<file path="config.mk">
export PLATFORM = sky130hd
export DESIGN_NAME = fg_prog_sequencer
export DESIGN_NICKNAME = d
export VERILOG_FILES = /design/src/rtl/fg_prog_pkg.sv /design/src/rtl/fg_phase_timer.sv /design/src/rtl/fg_prog_sequencer.sv
export SDC_FILE = /design/constraint.sdc
export NUM_CORES = 1
export LEC_CHECK = 0
export ABC_CLOCK_PERIOD_IN_PS = 3400
export CAP_MARGIN = 10
export CORE_MARGIN = 4
export CORE_UTILIZATION = 50
export DETAILED_ROUTE_END_ITERATION = 6
export PLACE_DENSITY = 0.77
export SYNTH_ARGS = -nofsm -noshare
export SYNTH_HDL_FRONTEND = slang
export SYNTH_SLANG_ARGS = --single-unit
</file>
<file path="constraint.sdc">
create_clock -name clk -period 3.4 [get_ports clk]
set_clock_uncertainty 0.2 [all_clocks]
set_input_delay 1.02 -clock clk [delete_from_list [all_inputs] [get_ports clk]]
set_output_delay 1.02 -clock clk [all_outputs]
set_load 0.005 [all_outputs]
</file>
<file path="src/rtl/fg_prog_pkg.sv">
// -----------------------------------------------------------------------------
// fg_prog_pkg
// Types and constants shared by the floating-gate programming sequencer.
//   state_t    : sequencer phases
//   GORS_*     : GorS switch select encodings
//   prog_cmd_t : one latched programming command
// The command field widths come from the FG_* localparams below. The
// sequencer's width parameters default to these values and must stay equal
// to them.
// -----------------------------------------------------------------------------
package fg_prog_pkg;

  localparam int FG_ISLAND_W = 2;
  localparam int FG_ROW_W    = 4;
  localparam int FG_COL_W    = 4;
  localparam int FG_PW_W     = 12;
  localparam int FG_NP_W     = 8;

  // GorS switch: route HV to the gate (injection) or to the source (tunnelling)
  localparam logic GORS_GATE   = 1'b0;
  localparam logic GORS_SOURCE = 1'b1;

  typedef enum logic [2:0] {
    ST_IDLE,
    ST_SETUP,
    ST_PULSE,
    ST_GAP,
    ST_DISCHARGE,
    ST_DONE
  } state_t;

  typedef struct packed {
    logic [FG_ISLAND_W-1:0] island;
    logic [FG_ROW_W-1:0]    row;
    logic [FG_COL_W-1:0]    col;
    logic                   mode;
    logic [FG_NP_W-1:0]     npulse;
    logic [FG_PW_W-1:0]     width;
  } prog_cmd_t;

  // A zero pulse width still produces a single-cycle pulse
  function automatic logic [FG_PW_W-1:0] eff_width(input logic [FG_PW_W-1:0] w);
    return (w == '0) ? FG_PW_W'(1) : w;
  endfunction

endpackage

</file>
<file path="src/rtl/fg_phase_timer.sv">
// -----------------------------------------------------------------------------
// fg_phase_timer
// Loadable down-counter shared by the settle/gap/discharge and pulse-width
// phases. Loading L gives a phase of exactly L cycles: the count walks
// L, L-1, ..., 1 and then parks at 1, so no phase relies on wrap-around.
//   clk, rst_n : clock, async active-low reset
//   load       : load load_val on the next edge (wins over counting)
//   load_val   : phase length in cycles (>= 1)
//   last       : high during the final cycle of the current phase
// -----------------------------------------------------------------------------
module fg_phase_timer #(
  parameter int CNT_W = 12
) (
  input  logic             clk,
  input  logic             rst_n,
  input  logic             load,
  input  logic [CNT_W-1:0] load_val,
  output logic             last
);

  logic [CNT_W-1:0] cnt_q;

  // NOTE: clocked state uses non-blocking (<=) so every register sees pre-edge values.
  always_ff @(posedge clk or negedge rst_n) begin
    if (!rst_n) begin
      cnt_q <= '0;
    end else if (load) begin
      cnt_q <= load_val;
    end else if (cnt_q > CNT_W'(1)) begin
      cnt_q <= cnt_q - CNT_W'(1);
    end
  end

  assign last = (cnt_q == CNT_W'(1));

endmodule

</file>
<file path="src/rtl/fg_prog_sequencer.sv">
// -----------------------------------------------------------------------------
// fg_prog_sequencer
// Sequences floating-gate programming of one indirect switch cell. One
// command selects island/row/column, GorS mode, pulse count and pulse width.
// The sequencer then steps SETUP -> (PULSE -> GAP)* -> DISCHARGE -> DONE.
// Every output is registered. The selects only load on accept, while
// mux_en is low.
//   cmd_valid/cmd_ready        : command handshake (ready only in IDLE)
//   cmd_island/row/col/mode    : target cell and injection/tunnelling mode
//   cmd_npulse, cmd_width      : pulse count (0 = dry run), cycles per pulse
//   abort                      : cut SETUP/PULSE/GAP short, go to DISCHARGE
//   island_sel/row_sel/col_sel : registered mux selects
//   gors_sel                   : GorS switch select
//   mux_en, pulse_hv           : programming mux enable, HV pulse enable
//   busy, done, aborted        : status; done is a one-cycle strobe
//   pulses_done                : complete pulses for current/last command
// -----------------------------------------------------------------------------
module fg_prog_sequencer
  import fg_prog_pkg::*;
#(
  parameter int ISLAND_W = FG_ISLAND_W,
  parameter int ROW_W    = FG_ROW_W,
  parameter int COL_W    = FG_COL_W,
  parameter int PW_W     = FG_PW_W,
  parameter int NP_W     = FG_NP_W,
  parameter int SETTLE   = 16
) (
  input  logic                clk,
  input  logic                rst_n,
  input  logic                cmd_valid,
  output logic                cmd_ready,
  input  logic [ISLAND_W-1:0] cmd_island,
  input  logic [ROW_W-1:0]    cmd_row,
  input  logic [COL_W-1:0]    cmd_col,
  input  logic                cmd_mode,
  input  logic [NP_W-1:0]     cmd_npulse,
  input  logic [PW_W-1:0]     cmd_width,
  input  logic                abort,
  output logic [ISLAND_W-1:0] island_sel,
  output logic [ROW_W-1:0]    row_sel,
  output logic [COL_W-1:0]    col_sel,
  output logic                gors_sel,
  output logic                mux_en,
  output logic                pulse_hv,
  output logic                busy,
  output logic                done,
  output logic                aborted,
  output logic [NP_W-1:0]     pulses_done
);

  localparam int SETTLE_W = $clog2(SETTLE + 1);
  localparam int TMR_W    = (PW_W > SETTLE_W) ? PW_W : SETTLE_W;

  state_t     state_q, state_d;
  prog_cmd_t  cmd_q, cmd_d;
  logic [NP_W-1:0]  pulses_d, pulses_inc;
  logic             aborted_d;
  logic             tmr_load, tmr_last;
  logic [TMR_W-1:0] tmr_val, settle_val, width_val;

  assign settle_val = TMR_W'(SETTLE);
  assign width_val  = TMR_W'(eff_width(cmd_q.width));
  assign pulses_inc = pulses_done + NP_W'(1);

  fg_phase_timer #(
    .CNT_W (TMR_W)
  ) u_timer (
    .clk      (clk),
    .rst_n    (rst_n),
    .load     (tmr_load),
    .load_val (tmr_val),
    .last     (tmr_last)
  );

  // NOTE: every always_comb output gets a default first, so no path infers a latch.
  always_comb begin
    state_d   = state_q;
    cmd_d     = cmd_q;
    pulses_d  = pulses_done;
    aborted_d = aborted;
    tmr_load  = 1'b0;
    tmr_val   = settle_val;

    unique case (state_q)
      ST_IDLE: begin
        if (cmd_valid && cmd_ready) begin
          cmd_d     = '{island: cmd_island, row: cmd_row, col: cmd_col,
                        mode: cmd_mode, npulse: cmd_npulse, width: cmd_width};
          pulses_d  = '0;
          aborted_d = 1'b0;
          tmr_load  = 1'b1;
          state_d   = ST_SETUP;
        end
      end

      ST_SETUP, ST_GAP: begin
        if (abort) begin
          aborted_d = 1'b1;
          tmr_load  = 1'b1;
          state_d   = ST_DISCHARGE;
        end else if (tmr_last) begin
          tmr_load = 1'b1;
          if (cmd_q.npulse == '0) begin
            state_d = ST_DISCHARGE;
          end else begin
            tmr_val = width_val;
            state_d = ST_PULSE;
          end
        end
      end

      ST_PULSE: begin
        // A pulse cut short by abort is not counted.
        if (abort) begin
          aborted_d = 1'b1;
          tmr_load  = 1'b1;
          state_d   = ST_DISCHARGE;
        end else if (tmr_last) begin
          pulses_d = pulses_inc;
          tmr_load = 1'b1;
          state_d  = (pulses_inc == cmd_q.npulse) ? ST_DISCHARGE : ST_GAP;
        end
      end

      ST_DISCHARGE: begin
        if (tmr_last) state_d = ST_DONE;
      end

      ST_DONE: state_d = ST_IDLE;

      default: state_d = ST_IDLE;
    endcase
  end

  // Outputs are registered from the next state, so they line up with the phase.
  // NOTE: the async reset drops pulse_hv/mux_en at once, even with clk stopped.
  always_ff @(posedge clk or negedge rst_n) begin
    if (!rst_n) begin
      state_q     <= ST_IDLE;
      cmd_q       <= '0;
      pulses_done <= '0;
      aborted     <= 1'b0;
      cmd_ready   <= 1'b1;
      busy        <= 1'b0;
      mux_en      <= 1'b0;
      pulse_hv    <= 1'b0;
      done        <= 1'b0;
    end else begin
      state_q     <= state_d;
      cmd_q       <= cmd_d;
      pulses_done <= pulses_d;
      aborted     <= aborted_d;
      cmd_ready   <= (state_d == ST_IDLE);
      busy        <= (state_d != ST_IDLE);
      mux_en      <= (state_d inside {ST_SETUP, ST_PULSE, ST_GAP, ST_DISCHARGE});
      pulse_hv    <= (state_d == ST_PULSE);
      done        <= (state_d == ST_DONE);
    end
  end

  assign island_sel = cmd_q.island;
  assign row_sel    = cmd_q.row;
  assign col_sel    = cmd_q.col;
  assign gors_sel   = cmd_q.mode ? GORS_SOURCE : GORS_GATE;

endmodule

</file>
Word level (Yosys, flattened, before mapping)
Index checks and enable logic that the tools add are counted.
- register bits: 60
- bits of input ports: 35
- word-level logic and storage cells: 76
- $add $sub $neg: 2
- order comparisons: 1
- eq/ne operators: 15
- multiplexer cells: 28
- reductions and logical operators: 15
- operators with widths (kind ; count):
    12-bit 2-to-1 mux ; 7
    3-bit 2-to-1 mux ; 8
    8-bit 2-to-1 mux ; 3
    8-bit case mux with 2 select lines ; 1
    12-bit by 1-bit == test with 1-bit output, second input constant ; 1
    3-bit by 2-bit == test with 1-bit output, second input constant ; 4
    12-bit by 1-bit greater-than comparator with 1-bit output, second input constant ; 1
    12-bit zero test ; 1
    3-bit case mux with 4 select lines ; 1
    12-bit by 1-bit subtractor with 12-bit output, second input constant ; 1
    3-bit == test, second input constant ; 3
    8-bit by 1-bit adder with 8-bit output, second input constant ; 1
    8-bit == test ; 1
    8-bit zero test ; 1
    3-bit by 1-bit == test with 1-bit output, second input constant ; 2
    3-bit zero test ; 2
    1-bit 2-to-1 mux ; 6
    2-bit != test, second input constant ; 3
    2-bit nonzero test ; 3
    1-bit case mux with 2 select lines ; 2
    4-bit AND reduction ; 1
    4-bit nonzero test ; 1
    3-bit AND reduction ; 1
    3-bit nonzero test ; 1
    other kinds (5) ; 5

Depth between registers and ports, before layout
- depth after elaboration: 8
- mapped depth: 8
- mapped depth without buffers: 7

Cells and area by module
Synthesis repeated with hierarchy kept, for this count alone.
- cell total of the unflattened synthesis: 293
- area, all modules: 3234.4 µm²
- by module, submodules not included (module ; instances ; cells an instance ; area each (µm²) ; seq. area each (µm²)):
    fg_prog_sequencer ; 1 ; 216 ; 2481.1 ; 1202.4
    fg_phase_timer ; 1 ; 77 ; 753.2 ; 300.3

Worst setup path after synthesis
Ideal clock, no wire load.
- path kind: input-to-reg
- start point: input cmd_valid
- end point: register cmd_q[0] (netlist name)
- arrival time: 2.211 ns
- setup slack: 0.864 ns
- stages on the path: 4
- path buffers: 1
- cells stage by stage: nand2_1 nor4_2 buf_2 mux2_2
- longest elaborated chain between the ends: 2
- ends and longest elaborated chain (what ; line ; RTL):
    start: declaration ; fg_prog_sequencer.sv:30 ; input logic cmd_valid,
    1-bit logical AND ; fg_prog_sequencer.sv:86 ; if (cmd_valid && cmd_ready) begin
    2-bit AND reduction (no line) ; n/a ;
    end signal: assignment ; fg_prog_sequencer.sv:150 ; cmd_q <= cmd_d;
    end: declaration ; fg_prog_sequencer.sv:55 ; prog_cmd_t cmd_q, cmd_d;
Every way passes these cells.
A chain may end at the register's enable or synchronous reset.

Worst setup path after layout
- start point: register pulses_done[4]
- end point: output pulses_done[4]
- RTL lines (what ; line ; RTL):
    start: declaration ; fg_prog_sequencer.sv:48 ; output logic [NP_W-1:0] pulses_done
    start signal: assignment ; fg_prog_sequencer.sv:151 ; pulses_done <= pulses_d;
No word-level cell between the ends.

==> flow_summary.toml <==
[finish]
stdcell_count = 425
n_antenna_cell = 0
layout-drive-gt1-share = 0.166
fin_area_um2 = 3920
fin_util = 0.655
syn_to_final_growth_pct = 25.1
final_nets = 383

[timing]
setup_ws_ns = 0.725
tightest_slew_ns = 0.597
holdWs_ns = 0.306
slew_headroom = 0.601
min_period_ns = 2.67
finalSetupViolations = 0
max_freq_ghz = 0.374
period_share = 0.787
finalMaxSlewViolations = 0
tns_ns = 0
rsz0062_at_grt = "false"
hold_viol = 0

[die]
num_rows = 28
core_area_um2 = 5990
die_w_um = 87.2
dieArea_um2 = 7600
initial_core_util = 0.523
die_y_um = 87.2
io_pins = 60

[setup_path]
crit_arrival_ns = 1.45
crit_path_cell_trace = "clkdlybuf4s50_1"
worst_path_largest_cell_delay_ns = 0.58
end_kind = "primary output"
r2r-start = "u_timer.cnt_q[1]"
worstSetupStartpointType = "flip-flop"
path_max_fanout = 11
critPathBufInv = 1
cp_slowest_cell = "clkdlybuf4s50_1"
worstRegToRegCells = 7
path_delay_family = "buffers and inverters"
cp.required_ns = 2.18
setup.worst_path.start = "pulses_done[4]"
r2r-end = "u_timer.cnt_q[5]"
criticalPathCategory = "flip-flop to primary output"
r2r_slack_ns = 0.84

[routing]
routed_wl_um = 7040
via_per_inst = 5.69
drc_errors = 0
drt_iter0_drc = 202
wl_per_cell_um = 16.6
ant_nets = 0
first_pass_iters = 5
vias = 2417

[synthesis]
yosys.cell_count.top_type = "dfrtp_1"
synth_nets = 334
synth_edf_count = 0
synth_xor_area_frac = 0.0587
synthSimpleGateAreaFrac = 0.162
netlist_instances = 296
ys_types = 47
avgSynthCellArea_um2 = 10.6
ys_ff_latch = 60
yosys_most_used_dff = "dfrtp_1"
synth_fa_ha_area_frac = 0.0120
synth_common_cells = "dfrtp_1, mux2_2, nand2_1"
synth_warnings = 0
synth-compound-area-share = 0.123
synth.top_cells.by_area = "dfrtp_1, mux2_2, xnor2_1"
ys_seq_area_frac = 0.479
yosysTopAreaCellShare = 0.471
synth_top_family_by_area = "simple AND/OR/NAND/NOR gates"
synth.area.mux_share = 0.108
ys_async_sr_fraction = 1.00
syn_area_um2 = 3140
yosys.area.top_type = "dfrtp_1"

[min_path]
hold_path.class = "flip-flop to flip-flop"
hold_depth = 1
min-delay-start = "col_sel[3]"
min_to = "col_sel[3]"

[grt]
grt_use_total = 0.200
antenna_found_initial = 0
grt_max_degree = 37
grt_pass1_wl_um = 11700
grt_pass1_vias = 2453
gr-total-overflow = 0

[power_and_ir_drop]
p_sw_frac = 0.342
powerDensity_nw_per_um2 = 810
p_leak_nw = 1.59
combPwrFrac = 0.392
seq_power_share = 0.408
vdd_drop_max_mv = 0.439
power_mw = 3.18
intPower_mw = 2.09
clockPowerShare = 0.200
p_sw_mw = 1.09

[clock_tree]
clock_sinks = 60
cts_buffers = 9
htree_levels = 3
clkTransAtPathRegs_ns = 0.06
cts_buffer_depth = 2
cts_resized = 0
clk_latency_ns = 0.33
clockRootBuffer = "clkbuf_8"
cts_tree = "done"
postCtsSetupBuffers = 0
hold_buffers = 0

[run]
drv_cap = 0

[placement]
io_buffer_count = 59
numPlacedInstances = 409
place.gp.congestion = 0.907
place_hpwl_um = 5040
post-place-ws_ns = 0.456
postPlaceCellArea_um2 = 3730

[run_status]
run_status = "finished clean"
kinds of logic (layout without fill, tap and decap cells):
| logic type | Yosys count | count (layout) |
|---|---|---|
| AOI/OAI and AO/OA | 59 | 59 |
| xor gates and xnor gates | 21 | 21 |
| adders and majority gates | 3 | 3 |
| buffers and inverters | 34 | 88 |
| DFF | 60 | 60 |
| muxes | 30 | 30 |
| and+or+nand+nor | 89 | 89 |
worst max-delay path by stage:
stage	end	slack (ns)	depth (start not counted)
6_report	pulses_done[4]	0.73	1
5_1_grt	u_timer.cnt_q[2]	0.62	7
4_1_cts	pulses_done[4]	0.72	1
2_1_floorplan	cmd_q[0]	0.86	4
3_5_place_dp	u_timer.cnt_q[5]	0.46	5
3_3_place_gp	u_timer.cnt_q[9]	0.52	5
final cells by class:
class                      instances  area [um2]
tap                               75        93.8
clock inverter                     1        30.0
sequential                        60        1500
inverter                           7        26.3
multi-input combinational        202        1460
clock buffer                      15         166
fill                             472        2070
timing repair buffer              65         643
routing by layer:
metal | vias to the layer above | GRT usage | share of wire
met4 | 0 | 0.0851 | 0.0099
met3 | 7 | 0.0530 | 0.054
met2 | 68 | 0.311 | 0.48
li1 | 1157 | - | -
met5 | - | 0 | 0
met1 | 1185 | 0.263 | 0.45
registers in the layout, summed over array words and instances, names as in the netlist, 2 cells and up:
signal	count
island_sel	2
u_timer.cnt_q	12
pulses_done	8
cmd_q	21
row_sel	4
state_q	3
col_sel	4
power groups by stage:
stage	combinational (mW)	clock, mW	sequential (mW)
floorplan	0.958	0	1.21
global placement	1.19	0	1.29
detailed placement	1.24	0	1.31
CTS	1.25	0.648	1.29
global route	1.37	0.693	1.34
finish	1.25	0.637	1.30
layout by cell type (no fill, tap or decap), types with 3 or more instances in the layout:
cell / instances
a211oi_1: 3
a21o_1: 7
a21oi_1: 15
and3_1: 4
buf_4: 5
clkbuf_1: 4
clkbuf_8: 11
clkdlybuf4s50_1: 58
dfrtp_1: 59
ha_1: 3
inv_1: 7
mux2_2: 30
nand2_1: 20
nand2b_1: 4
nand3_1: 6
nand4_1: 3
nor2_1: 16
nor3_1: 8
nor3b_1: 4
nor4_1: 9
o21ai_0: 14
o21ai_1: 6
o31ai_1: 3
or4_1: 3
xnor2_1: 12
xor2_1: 9
No activity file was read; power rests on OpenSTA's default activity.
